### src/rtl/uart_tx_queue.sv
// Transmit byte queue feeding the UART transmitter via tx_send/tx_busy,
// with a bounded wait for the transmitter to acknowledge each send.
module uart_tx_queue #(
   parameter int DEPTH        = 16,
   parameter int BUSY_TIMEOUT = 4
) (
   input  logic                   clk,
   input  logic                   rst,
   input  logic                   wr_en,
   input  logic [7:0]             wr_data,
   input  logic                   clr_overflow,
   input  logic                   tx_busy,
   output logic                   tx_send,
   output logic [7:0]             tx_data,
   output logic                   full,
   output logic                   empty,
   output logic [$clog2(DEPTH):0] level,
   output logic                   overflow
);

   localparam int AW = $clog2(DEPTH);
   localparam int TW = (BUSY_TIMEOUT > 1) ? $clog2(BUSY_TIMEOUT) : 1;
   localparam logic [TW-1:0] T_LAST = TW'(BUSY_TIMEOUT - 1);
   localparam logic [AW:0] LVL_FULL = (AW+1)'(DEPTH);

   typedef enum logic [1:0] {
      IDLE,
      SEND,
      WAIT_BUSY,
      WAIT_DONE
   } state_t;

   state_t        state;
   state_t        state_nx;
   logic [7:0]    mem [DEPTH];
   logic [AW-1:0] wr_ptr;
   logic [AW-1:0] rd_ptr;
   logic [TW-1:0] tmr;
   logic [TW-1:0] tmr_nx;
   logic          push;
   logic          pop;
   logic          load;

   assign full  = (level == LVL_FULL);
   assign empty = (level == '0);
   assign push  = wr_en && !full;

   always_comb begin
      state_nx = state;
      tmr_nx   = tmr;
      load     = 1'b0;
      pop      = 1'b0;
      tx_send  = 1'b0;
      unique case (state)
         IDLE: begin
            if (!empty && !tx_busy) begin
               load     = 1'b1;
               state_nx = SEND;
            end
         end
         SEND: begin
            tx_send  = 1'b1;
            pop      = 1'b1;
            tmr_nx   = '0;
            state_nx = WAIT_BUSY;
         end
         WAIT_BUSY: begin
            // a transmitter that never raises busy must not stall the queue
            if (tx_busy) begin
               state_nx = WAIT_DONE;
            end else if (tmr == T_LAST) begin
               state_nx = IDLE;
            end else begin
               tmr_nx = tmr + 1'b1;
            end
         end
         WAIT_DONE: begin
            if (!tx_busy) begin
               state_nx = IDLE;
            end
         end
         default: state_nx = IDLE;
      endcase
   end

   always_ff @(posedge clk) begin
      if (push) begin
         mem[wr_ptr] <= wr_data;
      end
   end

   always_ff @(posedge clk) begin
      if (!rst) begin
         state    <= IDLE;
         tmr      <= '0;
         wr_ptr   <= '0;
         rd_ptr   <= '0;
         level    <= '0;
         overflow <= 1'b0;
         tx_data  <= 8'h00;
      end else begin
         state <= state_nx;
         tmr   <= tmr_nx;
         if (push) begin
            wr_ptr <= wr_ptr + 1'b1;
         end
         if (pop) begin
            rd_ptr <= rd_ptr + 1'b1;
         end
         if (push && !pop) begin
            level <= level + 1'b1;
         end else if (pop && !push) begin
            level <= level - 1'b1;
         end
         // a dropped write outranks a simultaneous clear
         if (wr_en && full) begin
            overflow <= 1'b1;
         end else if (clr_overflow) begin
            overflow <= 1'b0;
         end
         if (load) begin
            tx_data <= mem[rd_ptr];
         end
      end
   end

endmodule

### config.mk
export PLATFORM = sky130hd
export DESIGN_NAME = uart_tx_queue
export DESIGN_NICKNAME = d
export VERILOG_FILES = /design/src/rtl/uart_tx_queue.sv
export SDC_FILE = /design/constraint.sdc
export NUM_CORES = 1
export LEC_CHECK = 0
export CORE_UTILIZATION = 40
export DETAILED_ROUTE_END_ITERATION = 16
export HOLD_SLACK_MARGIN = 0.02
export SKIP_LAST_GASP = 1
export SYNTH_ARGS = -nofsm -noshare
export SYNTH_HDL_FRONTEND = slang
export SYNTH_SLANG_ARGS = --single-unit
### constraint.sdc
create_clock -name clk -period 3 [get_ports clk]
set_input_delay 0.45 -clock clk [delete_from_list [all_inputs] [get_ports clk]]
set_output_delay 0.45 -clock clk [all_outputs]
set_load 0.1 [all_outputs]
======== Yosys cells after proc, flatten, opt, wreduce, memory -nomap -nowiden ========
Memories as Yosys holds them, arrays and structs flattened. A register that Yosys moved wholly into a read port is not among the register bits.
Index checks and enable logic that the tools add are counted.
word-level totals
  register bits ........................... 18
  memory bits (writable) .................. 128
  input port bits ......................... 13
  output and inout bits ................... 17
  memories ................................ 1
memories
  memory  depth  width  rd ports  clocked after Yosys merged registers in  wr ports  line  text
  mem     16     8      1         1                                        1         35    logic [7:0] mem [DEPTH];
operators by class
  add/subtract/negate cells ............... 5
  equal/unequal tests ..................... 10
  multiplexer cells ....................... 17
  reduce and logical (&&, ||, !) cells .... 18
operator list
  cell                                                                   number
  2-bit 2-to-1 mux                                                       6
  5-bit 2-to-1 mux                                                       2
  4-bit by 1-bit adder with 4-bit output, second input constant          2
  2-bit inequality test, second input constant                           4
  2-bit one-hot mux with 4 select lines                                  1
  1-bit 2-to-1 mux                                                       7
  2-bit equality test, second input constant                             3
  1-bit logical NOT                                                      6
  3-bit AND reduction                                                    2
  2-bit nonzero test                                                     3
  5-bit by 1-bit adder with 5-bit output, second input constant          1
  5-bit equality test, second input constant                             1
  1-bit logical AND                                                      5
  5-bit logical NOT                                                      1
  5-bit by 1-bit subtractor with 5-bit output, second input constant     1
  2-bit one-hot mux with 2 select lines                                  1
  3-bit inequality test, second input constant                           1
  2-bit by 1-bit adder with 2-bit output, second input constant          1
  2-bit by 1-bit equality test with 1-bit output, second input constant  1
  2-bit logical NOT                                                      1

======== Longest topological paths before layout ========
  word-level depth ........................ 7
  mapped depth ............................ 10
  mapped depth without buffers ............ 9

======== Worst setup path after synthesis ========
OpenSTA, ideal clock, no wires.
  path kind ............................... reg-to-reg
  start ................................... register state[1]
  end ..................................... register level[4]
  library setup time ...................... 0.073 ns
  arrival ................................. 3.694 ns
  data required time ...................... 2.927 ns
  path slack .............................. -0.766 ns
  cell stages (with the launch flop) ...... 11
  path buffers ............................ 1
  period minus slack after synthesis ...... 3.766 ns
  path through ............................ dfxtp_1 clkbuf_1 nor2b_1 inv_1 ha_1 inv_1 ha_1 a21o_1 a21oi_1 mux2i_1 mux2i_1
between the ends
  longest elaborated chain between the ends .. 5
  elaborated cells on any way between the ends .. 7
  classes of those cells .................. eq/ne: 1; mux: 2; reduce/logical: 4
RTL lines
  what                                                           line  text
  from (decl)                                                    33    state_t state;
  from (signal assigned)                                         102   state <= state_nx;
  2-bit by 1-bit equality test with 1-bit output (*)             n/a
  1-bit 2-to-1 mux (*)                                           n/a
  net tx_send                                                    13    output logic tx_send,
  1-bit logical NOT                                              110   if (push && !pop) begin
  1-bit logical AND                                              110
  5-bit 2-to-1 mux / 2-bit nonzero test (equally long branches)  n/a
  to (signal assigned)                                           111   level <= level + 1'b1;
  to (signal assigned)                                           113   level <= level - 1'b1;
  to (decl)                                                      17    output logic [$clog2(DEPTH):0] level,
Mark *: on every way through the listed nets, which the timed path passes. The rest lies on a longest branch.
A chain may end at the register's enable or synchronous reset.

==> flow_summary.json <==
{
  "place_congestion": 0.809,
  "num_antenna_cells": 0,
  "power.leakage_nw": 2.44,
  "yosys.area.top_type": "edfxtp_1",
  "arrival_ns": 2.84,
  "die_area_mm2": 0.0162,
  "crit_fanout": 11,
  "fmax_mhz": 390,
  "rows": 45,
  "cts_buffers": 17,
  "fp.dieH_um": 127,
  "ys_top_cells_by_area": "edfxtp_1 (61%), dfxtp_1 (8.3%), mux2i_1 (7.8%)",
  "final_antenna_net_count": 0,
  "drv_cap": 0,
  "cp_slowest_cell": "a2111oi_0",
  "totalWireLength_um": 12700,
  "cp.required_ns": 3.27,
  "placed_area_mm2": 0.00688,
  "final_common_cell": "edfxtp_1",
  "synth.distinct_cells": 43,
  "worstRegToRegCells": 4,
  "critPathCapture": "tx_data[0]",
  "track_usage_pct": 17.4,
  "grt_pass1_wl_um": 20000,
  "drv_slew": 0,
  "worstMarginPinSlew_ns": 0.896,
  "ys_seq_area_share_pct": 69.6,
  "coreArea_mm2": 0.0153,
  "ir_worst_vdd_mv": 0.809,
  "grt_max_degree": 29,
  "cp-startpoint": "rd_ptr[0]",
  "reg2reg_from": "rd_ptr[0]",
  "skew_ns": 0.00679,
  "timing.final.crit_share_pct": 85.5,
  "relSlewSlack_pct": 40.1,
  "drtIter0Drc": 220,
  "tns_ns": 0,
  "cts_setup_buffers": 0,
  "drc": 0,
  "synth_cells": 393,
  "clkSinkCount": 154,
  "ff2ff_setup_slack_ns": 0.44,
  "rsz0062_at_grt": "false",
  "hp-class": "reg2reg",
  "outcome": "finished clean",
  "worstPathCellList": "mux4_1 -> a2111oi_0 -> buf_4 -> a21oi_1",
  "cts_hold_buf": 0,
  "port_buffers": 29,
  "vias": 3460,
  "r2r-end": "tx_data[0]",
  "p_total_w": 0.00642,
  "syn_avg_cell_area_um2": 16.0,
  "drt-pass1-iter-count": 4,
  "initial_core_util_pct": 41.1,
  "overflow": 0,
  "yosysWarnings": 0,
  "cp-start-kind": "register",
  "ys_seq_elements": 154,
  "synth_area_mm2": 0.00627,
  "grt_pass1_vias": 3478,
  "clockBufferDepth": 2,
  "holdWs_ns": 0.546,
  "nNetsFinal": 470,
  "htree_levels": 4,
  "async_flop_share_pct": 0,
  "cp-end-kind": "register",
  "area_delta_synth_final_pct": 18.5,
  "antenna_found_initial": 0,
  "cts_resized": 0,
  "synth-edff-count": 128,
  "synth_top_flop_cell": "edfxtp_1",
  "syn-num-nets": 417,
  "netlist.area_leader.share_pct": 61.3,
  "hold_violations": 0,
  "stdcell_area_mm2": 0.00743,
  "clk_latency_ns": 0.42,
  "ios": 30,
  "avgRoutedWirePerCell_um": 18.9,
  "cts.reportedPaths.clkPinSlew_ns": 0.06,
  "cts_tree": "yes",
  "final-setup-viol-count": 0,
  "layout-drive-gt1-share_pct": 18.7,
  "dp_hpwl_um": 8390,
  "nFillCells": 1330,
  "criticalPathCategory": "reg2reg",
  "vias_per_cell": 5.16,
  "die_x_um": 127,
  "layout_min_cycle_time_ns": 2.56,
  "cts_root_buf": "clkbuf_16",
  "cp_slowest_stage_delay_ns": 0.79,
  "p_per_area_mw_per_mm2": 864,
  "final_cell_mix": "edfxtp_1 (128), mux2i_1 (49), buf_4 (43), o22ai_1 (22), dfxtp_1 (22)"
}
[critical path, delay by kind of cell (launching register included)]
kind	cells	cell delay [ns]
DFF	1	0.66
buffers and inverters	1	0.22
muxes	1	0.68
AOI/OAI and AO/OA	2	0.85
[layout make-up]
class | instances | area [µm²] | area share, %
sequential | 154 | 4370 | 58.8
multi-input combinational | 213 | 1790 | 24.0
timing repair buffer | 55 | 443 | 5.96
clock buffer | 17 | 425 | 5.72
tap | 211 | 264 | 3.55
clock inverter | 15 | 125 | 1.68
inverter | 5 | 18.8 | 0.253
[stage by stage]
step                      utilization, %  worst slack (ns)  instances
after global placement              45.1             0.328        638
after floorplan                        -           -0.0862        393
after detailed placement            45.1             0.260        638
after global routing                48.7             0.237        670
final                               48.7             0.435        670
after CTS                           48.7             0.452        670
[cells in the mapped netlist (all sizes together), types with 8 or more instances]
master	number
edfxtp	128
mux2i	49
dfxtp	26
o22ai	22
nor2	20
o21ai	13
buf	12
a21oi	10
and2	10
ha	10
mux4	10
nand2	10
clkbuf	9
nor2b	9
xnor2	8
[state kept, by name, indices dropped and copies added, names as in the netlist]
name,count
overflow,1
tx_data,8
tmr,2
mem,128
level,5
state,2
rd_ptr,4
wr_ptr,4
[layer usage]
layer | wire, µm | global-route usage, % | share of wire, %
met1 | 5700 | 22.7 | 45
met3 | 760 | 5.82 | 6.0
met4 | 198 | 6.02 | 1.6
met2 | 6000 | 27.3 | 47
met5 | 0 | 0 | 0
[worst min path at each step]
| stage | from | end | slack [ns] | cells after the start |
|---|---|---|---|---|
| 3_5_place_dp | level[4] | level[4] | 0.53 | 2 |
| 3_3_place_gp | level[4] | level[4] | 0.52 | 2 |
| 2_1_floorplan | wr_ptr[1] | wr_ptr[1] | 0.54 | 2 |
| 4_1_cts | level[4] | level[4] | 0.54 | 2 |
| 5_1_grt | level[4] | level[4] | 0.57 | 2 |
| 6_report | level[4] | level[4] | 0.55 | 2 |
[where the power goes]
group	leakage [nW]	switching (W)	internal [W]	total, W
Combinational	0.816	0.00128	0.000536	0.00182
Clock	0.255	0.000842	0.00114	0.00198
Sequential	1.37	0.000147	0.00248	0.00263
[logic make-up after synthesis]
logic type      after synthesis  share of synthesized area (%)
fa+ha+maj                    11                           2.31
compound gates               66                           7.14
mux                          59                           11.9
simple gates                 68                           5.75
xor+xnor                      9                           1.26
buf+inv                      26                           2.01
flops                       154                           69.6
(Power assumes the default switching activity.)
